<file path="config.mk">
export PLATFORM = sky130hd
export DESIGN_NAME = action_applier
export DESIGN_NICKNAME = d
export VERILOG_FILES = /design/src/rtl/action_applier.sv
export SDC_FILE = /design/constraint.sdc
export NUM_CORES = 2
export LEC_CHECK = 0
export BUFFER_PORTS_ARGS = -buffer_cell sky130_fd_sc_hd__buf_2
export CAP_MARGIN = 0
export CORE_AREA = 2 2 373 375
export CTS_CLUSTER_SIZE = 14
export DETAILED_ROUTE_END_ITERATION = 6
export DIE_AREA = 0 0 375 377
export PLACE_DENSITY = 0.49
export SETUP_SLACK_MARGIN = 0.3
export SLEW_MARGIN = 10
export SYNTH_ARGS = -nofsm -noshare
export SYNTH_HDL_FRONTEND = slang
export SYNTH_SLANG_ARGS = --single-unit
export TNS_END_PERCENT = 1
</file>
<file path="constraint.sdc">
create_clock -name clk -period 20.1 [get_ports clk]
set_clock_uncertainty 0.05 [all_clocks]
set_input_delay 2.01 -clock clk [delete_from_list [all_inputs] [get_ports clk]]
set_output_delay 2.01 -clock clk [all_outputs]
set_load 0.01 [all_outputs]
</file>
<file path="src/rtl/action_applier.sv">
// Applies queued per-packet lookup actions to an AXI4-Stream packet flow.
// Each packet is either forwarded with port/vport stamped into tuser, or dropped.
module action_applier #(
  parameter int C_DATA_WIDTH        = 256,
  parameter int C_TUSER_WIDTH       = 128,
  parameter int C_OUT_PORT_WIDTH    = 8,
  parameter int C_MATCH_ADDR_WIDTH  = 10,
  parameter int C_ACTION_FIFO_DEPTH = 8
) (
  input  logic                          clk,
  input  logic                          reset,
  input  logic                          action_valid,
  input  logic                          action_match,
  input  logic [C_OUT_PORT_WIDTH-1:0]   action_port,
  input  logic [C_OUT_PORT_WIDTH-1:0]   action_vport,
  input  logic [1:0]                    action_type,
  input  logic [C_MATCH_ADDR_WIDTH-1:0] action_match_addr,
  input  logic [C_DATA_WIDTH-1:0]       s_axis_tdata,
  input  logic [C_DATA_WIDTH/8-1:0]     s_axis_tkeep,
  input  logic [C_TUSER_WIDTH-1:0]      s_axis_tuser,
  input  logic                          s_axis_tvalid,
  output logic                          s_axis_tready,
  input  logic                          s_axis_tlast,
  output logic [C_DATA_WIDTH-1:0]       m_axis_tdata,
  output logic [C_DATA_WIDTH/8-1:0]     m_axis_tkeep,
  output logic [C_TUSER_WIDTH-1:0]      m_axis_tuser,
  output logic                          m_axis_tvalid,
  input  logic                          m_axis_tready,
  output logic                          m_axis_tlast,
  output logic [C_MATCH_ADDR_WIDTH-1:0] last_match_addr,
  output logic [31:0]                   fwd_count,
  output logic [31:0]                   drop_count,
  output logic                          action_overflow
);

  localparam int AW = $clog2(C_ACTION_FIFO_DEPTH);

  typedef struct packed {
    logic                          match;
    logic [C_OUT_PORT_WIDTH-1:0]   port;
    logic [C_OUT_PORT_WIDTH-1:0]   vport;
    logic [1:0]                    atype;
    logic [C_MATCH_ADDR_WIDTH-1:0] addr;
  } act_t;

  typedef enum logic [1:0] {IDLE = 2'd0, FWD = 2'd1, DROP = 2'd2} state_t;

  function automatic logic [C_TUSER_WIDTH-1:0] stamp_tuser(
    input logic [C_TUSER_WIDTH-1:0]    u,
    input logic [C_OUT_PORT_WIDTH-1:0] port,
    input logic [C_OUT_PORT_WIDTH-1:0] vport
  );
    logic [C_TUSER_WIDTH-1:0] r;
    r = u;
    r[24 +: C_OUT_PORT_WIDTH] = port;
    r[32 +: C_OUT_PORT_WIDTH] = vport;
    return r;
  endfunction

  act_t                          fifo_mem [C_ACTION_FIFO_DEPTH];
  logic [AW:0]                   wr_ptr, rd_ptr;
  logic                          fifo_empty, fifo_full;
  logic                          push, dispatch;
  act_t                          head, act_in;
  logic                          head_drop;
  state_t                        state_q, state_d;
  logic                          accept, fwd_accept;
  logic [C_OUT_PORT_WIDTH-1:0]   act_port, act_vport;
  logic [C_MATCH_ADDR_WIDTH-1:0] act_addr;

  assign fifo_empty = (wr_ptr == rd_ptr);
  assign fifo_full  = (wr_ptr[AW] != rd_ptr[AW]) && (wr_ptr[AW-1:0] == rd_ptr[AW-1:0]);
  assign dispatch   = (state_q == IDLE) && !fifo_empty && s_axis_tvalid;
  // A full queue still accepts a write when the head is popped in the same cycle.
  assign push       = action_valid && (!fifo_full || dispatch);
  assign head       = fifo_mem[rd_ptr[AW-1:0]];
  assign head_drop  = !head.match || (head.port == '0) || (head.atype == 2'd1);
  assign act_in     = '{match: action_match, port: action_port, vport: action_vport,
                        atype: action_type, addr: action_match_addr};

  always_ff @(posedge clk or posedge reset) begin
    if (reset) begin
      wr_ptr          <= '0;
      rd_ptr          <= '0;
      action_overflow <= 1'b0;
    end else begin
      if (push)     wr_ptr <= wr_ptr + 1'b1;
      if (dispatch) rd_ptr <= rd_ptr + 1'b1;
      if (action_valid && fifo_full && !dispatch) action_overflow <= 1'b1;
    end
  end

  always_ff @(posedge clk) begin
    if (push) fifo_mem[wr_ptr[AW-1:0]] <= act_in;
  end

  always_ff @(posedge clk) begin
    if (dispatch) begin
      act_port  <= head.port;
      act_vport <= head.vport;
      act_addr  <= head.addr;
    end
  end

  always_ff @(posedge clk or posedge reset) begin
    if (reset) state_q <= IDLE;
    else       state_q <= state_d;
  end

  always_comb begin
    state_d = state_q;
    case (state_q)
      IDLE:    if (dispatch) state_d = head_drop ? DROP : FWD;
      FWD,
      DROP:    if (accept && s_axis_tlast) state_d = IDLE;
      default: state_d = IDLE;
    endcase
  end

  always_comb begin
    s_axis_tready = 1'b0;
    case (state_q)
      FWD:     s_axis_tready = !m_axis_tvalid || m_axis_tready;
      DROP:    s_axis_tready = 1'b1;
      default: s_axis_tready = 1'b0;
    endcase
  end

  assign accept     = s_axis_tvalid && s_axis_tready;
  assign fwd_accept = accept && (state_q == FWD);

  // Stage p1: single output register slice, drains regardless of state
  always_ff @(posedge clk or posedge reset) begin
    if (reset) begin
      m_axis_tvalid <= 1'b0;
      m_axis_tdata  <= '0;
      m_axis_tkeep  <= '0;
      m_axis_tuser  <= '0;
      m_axis_tlast  <= 1'b0;
    end else if (fwd_accept) begin
      m_axis_tvalid <= 1'b1;
      m_axis_tdata  <= s_axis_tdata;
      m_axis_tkeep  <= s_axis_tkeep;
      m_axis_tuser  <= stamp_tuser(s_axis_tuser, act_port, act_vport);
      m_axis_tlast  <= s_axis_tlast;
    end else if (m_axis_tready) begin
      m_axis_tvalid <= 1'b0;
    end
  end

  always_ff @(posedge clk or posedge reset) begin
    if (reset) begin
      fwd_count       <= '0;
      drop_count      <= '0;
      last_match_addr <= '0;
    end else if (accept && s_axis_tlast) begin
      if (state_q == FWD) begin
        fwd_count       <= fwd_count + 32'd1;
        last_match_addr <= act_addr;
      end else if (state_q == DROP) begin
        drop_count      <= drop_count + 32'd1;
      end
    end
  end

endmodule

</file>
# After elaboration in Yosys (flattened, before gate mapping)
# Memory sizes are Yosys's and may differ from the RTL's.
# Index checks and enable logic that the tools add are counted.
# word_totals
ramBits	232
latchBits	0
register_bits	529
input_bits	451
rom_bits	0
n_memories	1
out_inout_bits	494
# memory_table
name	words	width	rd	rd_clocked_by_memory_dff	write_ports	line_no	rtl
fifo_mem	8	29	1	0	1	60	act_t fifo_mem [C_ACTION_FIFO_DEPTH];
# op_classes
order_cmp	0
n_shift	0
n_div	0
multipliers	0
n_addsub	4
reduce_logical	25
n_eq_ne	8
bitwise_logic	1
n_mux	9
# op_table
op	count
32-bit by 1-bit adder with 32-bit output (second input constant)	2
1-bit logical AND	9
4-bit by 1-bit adder with 4-bit output (second input constant)	2
8-bit logical NOT	1
2-bit two-way mux	3
1-bit logical NOT	5
2-bit by 1-bit equality test with 1-bit output (second input constant)	2
4-bit equality test	1
1-bit logical OR	4
1-bit two-way mux	4
2-bit != test (second input constant)	2
2-bit one-hot mux with 2 select lines	1
2-bit AND reduction	2
3-bit equality test	1
3-bit AND reduction	1
2-bit equality test (second input constant)	1
2-bit logical NOT	1
1-bit one-hot mux with 2 select lines	1
2-bit nonzero test	1
2-bit OR reduction	1
1-bit != test	1
1-bit NOT	1

# Logic depth before layout (Yosys ltp)
# logic_depth
depth_word	8
depth_mapped	8

# Worst setup path after synthesis
# No wires, ideal clock.
# synth_path
path_kind	input port to flip-flop
startpoint	in s_axis_tvalid
endpoint	mem fifo_mem[0][0] (netlist name) (enable)
t_arrival_ns	4.431
n_path_buf	0
cell_stages	4
setup_time_ns	0.451
path_slack_ns	15.168
cell_sequence	a21o_1 o21a_1 nand2b_1 nor3_1
# synth_between
elab_chain_len	5
# synth_rtl
element	line_no	rtl
start: declaration	21	input logic s_axis_tvalid,
1-bit logical AND	73	assign dispatch = (state_q == IDLE) && !fifo_empty && s_axis_tvalid;
1-bit logical OR	75	assign push = action_valid && (!fifo_full || dispatch);
1-bit logical AND	75	
1-bit two-way mux	94	if (push) fifo_mem[wr_ptr[AW-1:0]] <= act_in;
1-bit two-way mux (implied by the code)	94	
end: declaration	60	
# Every way passes these cells.

# Worst setup path in the final report
# layout_path
startpoint	in m_axis_tready
endpoint	reg m_axis_tdata[114]
# layout_between
elab_chain_len	4
# layout_rtl
element	line_no	rtl
start: declaration	28	input logic m_axis_tready,
1-bit logical OR	123	FWD: s_axis_tready = !m_axis_tvalid || m_axis_tready;
1-bit one-hot mux with 2 select lines	122	case (state_q)
1-bit logical AND	129	assign accept = s_axis_tvalid && s_axis_tready;
1-bit logical AND	130	assign fwd_accept = accept && (state_q == FWD);
end signal: assignment	142	m_axis_tdata <= s_axis_tdata;
end: declaration	24	output logic [C_DATA_WIDTH-1:0] m_axis_tdata,
# Every way passes these cells.
# A chain may end at the register's enable or synchronous reset.

==> impl_metrics.env <==
export IMPL_run_status="finished, final reports clean"
export IMPL_clk_pin_slew_ns=0.07
export IMPL_placed_cells=4365
export IMPL_drt_vias_per_instance=4.012
export IMPL_power_density_nw_per_um2=150.8
export IMPL_clk_latency_ns=0.69
export IMPL_post_cts_buffers=0
export IMPL_regToRegSetupSlack_ns=15.55
export IMPL_place_area_sq_um=35640
export IMPL_ir_drop_uv=79.85
export IMPL_vias=18260
export IMPL_post_drt_wl_per_cell_microns=24.24
export IMPL_gr_usage_all_layers_pct=15.21
export IMPL_fin_nets=3120
export IMPL_ys_seq_area_share_pct=70.79
export IMPL_synthToLayoutAreaGrowth_pct=34.58
export IMPL_start_kind="primary input"
export IMPL_grt_pass1_wl_mm=150.8
export IMPL_wl_mm=110.3
export IMPL_p_leak_nw=17.70
export IMPL_finalNonFillerCells=4550
export IMPL_maxCapViolations=0
export IMPL_drt_initial_drc_count=864
export IMPL_use_met2_pct=25.34
export IMPL_place_ws_ns=13.58
export IMPL_cts_resized=0
export IMPL_drt_pre_antenna_iters=4
export IMPL_clockBufferDepth=3
export IMPL_postRouteAntennaNets=0
export IMPL_ys_flop_type="dfrtp_1"
export IMPL_boundaryPins=945
export IMPL_fin_crit_ns=5.653
export IMPL_synth_edf_count=258
export IMPL_period_share_pct=28.12
export IMPL_antenna_found_initial=93
export IMPL_rows=136
export IMPL_yosysWarnings=0
export IMPL_crit_arrival_ns=6.16
export IMPL_cp_required_ns=20.61
export IMPL_yosys_top_cells_count="503 x dfrtp_1, 420 x mux2_2, 258 x edfxtp_1, 128 x nand2_1, 50 x clkbuf_1"
export IMPL_globalplace_congestion=0.8223
export IMPL_htree_levels=3
export IMPL_tritoncts_num_buffers=89
export IMPL_ys_async_sr_fraction_pct=66.10
export IMPL_tightest_slew_ns=1.206
export IMPL_path_buf_inv=4
export IMPL_yosysUniqueCellTypes=46
export IMPL_clock_sinks=761
export IMPL_die_area_sq_um=141400
export IMPL_cts_hold_buf=0
export IMPL_hold_slack_ns=0.3993
export IMPL_grtUsageMet3_pct=7.074
export IMPL_clockRootBuffer="clkbuf_16"
export IMPL_syn_num_nets=2144
export IMPL_synth_top_area_share_pct=43.82
export IMPL_crit_family="buffers and inverters"
export IMPL_grt_overflow=0
export IMPL_final_max_slew_viol_count=0
export IMPL_grt_start_max_net_pins=177
export IMPL_avgSynthCellArea_sq_um=17.04
export IMPL_synth_area_top_cells="dfrtp_1 44%, edfxtp_1 27%, mux2_2 16%"
export IMPL_p_total_mw=5.830
export IMPL_io_buffers=928
export IMPL_rsz0062_at_grt="no"
export IMPL_use_met1_pct=16.82
export IMPL_worstPathCellList="buf_2 > nand2b_1 > o2111ai_4 > buf_4 > buf_4 > buf_4 > mux2_2"
export IMPL_die_w_microns=375
export IMPL_worstPathMaxFanout=64
export IMPL_grt_pass1_vias=18860
export IMPL_yosys_register_bits=761
export IMPL_critPathKind="in -> reg"
export IMPL_postLayoutCellArea_sq_um=38660
export IMPL_slew_headroom_pct=18.98
export IMPL_fmax_ghz=0.1769
export IMPL_cts_tree="yes"
export IMPL_slowest_stage="o2111ai_4"
export IMPL_hpwl_mm=84.38
export IMPL_fin_util_pct=28.22
export IMPL_crit_top_cell="buf_4"
export IMPL_top_usage_layer="met2"
export IMPL_syn_inst=1686
export IMPL_die_h_microns=377
export IMPL_max_stage_delay_ns=0.96
export IMPL_finalHoldViolCount=0
export IMPL_start_util_pct=20.97
export IMPL_hold_class="reg -> reg"
export IMPL_route_detailed_drc=0
export IMPL_drive_gt1_share_pct=57.63
export IMPL_synth_most_common_cell="dfrtp_1"
export IMPL_core_area_sq_um=137000
export IMPL_fin_tns_setup_ns=0
export IMPL_syn_area_sq_um=28720
export IMPL_setup_ws_ns=14.45
export IMPL_yosys_area_top_type="dfrtp_1"
export IMPL_crit_path_end_kind="flop"
export IMPL_setup_viol=0
report_power, final:
part	internal, mW	leakage, nW	switching [mW]
clock	0.947	1.44	0.698
sequential	2.14	8.69	0.250
combinational	0.809	7.57	0.984
logic make-up after synthesis:
kind of cell,after synthesis,share of synthesized area [%]
AND/OR/NAND/NOR,248,3.955
buffers and inverters,89,1.315
XOR/XNOR,72,2.195
multiplexers,486,20.86
adder cells (fa/ha/maj),7,0.3049
flip-flops,761,70.79
AO/OA/AOI/OAI,23,0.5793
layer usage:
| metal | routed length (microns) | part of all wire (%) |
|---|---|---|
| met1 | 40650 | 37 |
| met2 | 53680 | 49 |
| met3 | 11570 | 10 |
| met4 | 4118 | 3.7 |
| met5 | 285 | 0.26 |
final cells by class:
cell class              instances  area, sq um
clock inverters                41        489.2
clock buffers                 121         2467
diodes                         23        57.56
repair buffers                955         4872
well taps                    1794         2245
multi-input cells             836         8107
flip-flops and latches        761        20340
fillers                     14160        98330
inverters                      19        78.83
cells in the final DEF (no fill, tap or decap), types with 5 or more instances in the layout:
cell       Yosys  routed
nand2b_1       9       9
nand2_1      128     128
clkbuf_16      0      89
ha_1           7       7
xor2_1        26      26
dfrtp_1      503     501
clkinv_1       1       7
xnor2_1       46      46
bufinv_16      0       6
nand3_1       28      28
nor2_1        29      24
buf_2         15     928
diode_2        0      23
clkbuf_8       0      12
clkbuf_1      50      20
mux4_2        48      48
and3_1         9       9
mux2i_1       18      18
clkinv_2       0      16
nand4_1       15      15
nor2_4         0       5
mux2_2       420     420
inv_1         18      16
and2_1         5       5
edfxtp_1     258     258
nor2b_1        5       5
buf_4          0      25
flip-flops by register name (all words and copies together), names as in the netlist, 8 cells and up:
| name | flops |
|---|---|
| last_match_addr | 10 |
| act_vport | 8 |
| m_axis_tdata | 256 |
| fwd_count | 32 |
| drop_count | 32 |
| fifo_mem | 232 |
| act_addr | 10 |
| act_port | 8 |
| m_axis_tuser | 128 |
| m_axis_tkeep | 32 |
final timing paths:
path / start / to / cells after the start
worst max register to register: m_axis_tvalid / m_axis_tdata[114] / 6
min in group asynchronous: reset / m_axis_tdata[109] / 2
worst min register to register: act_addr[8] / last_match_addr[8] / 2
worst min-delay path: act_addr[8] / last_match_addr[8] / 2
worst max-delay path: m_axis_tready / m_axis_tdata[114] / 7
max in group asynchronous: reset / rd_ptr[3] / 5
worst register-to-register path, delay by kind of cell (launching register included):
kind / cells / cell delay, ns
DFF: 1 / 0.39
AOI/OAI and AO/OA: 1 / 0.97
and+or+nand+nor: 1 / 0.33
buffers and inverters: 3 / 2.16
muxes: 1 / 0.53
Note: power is estimated with default switching activity, not from simulation.
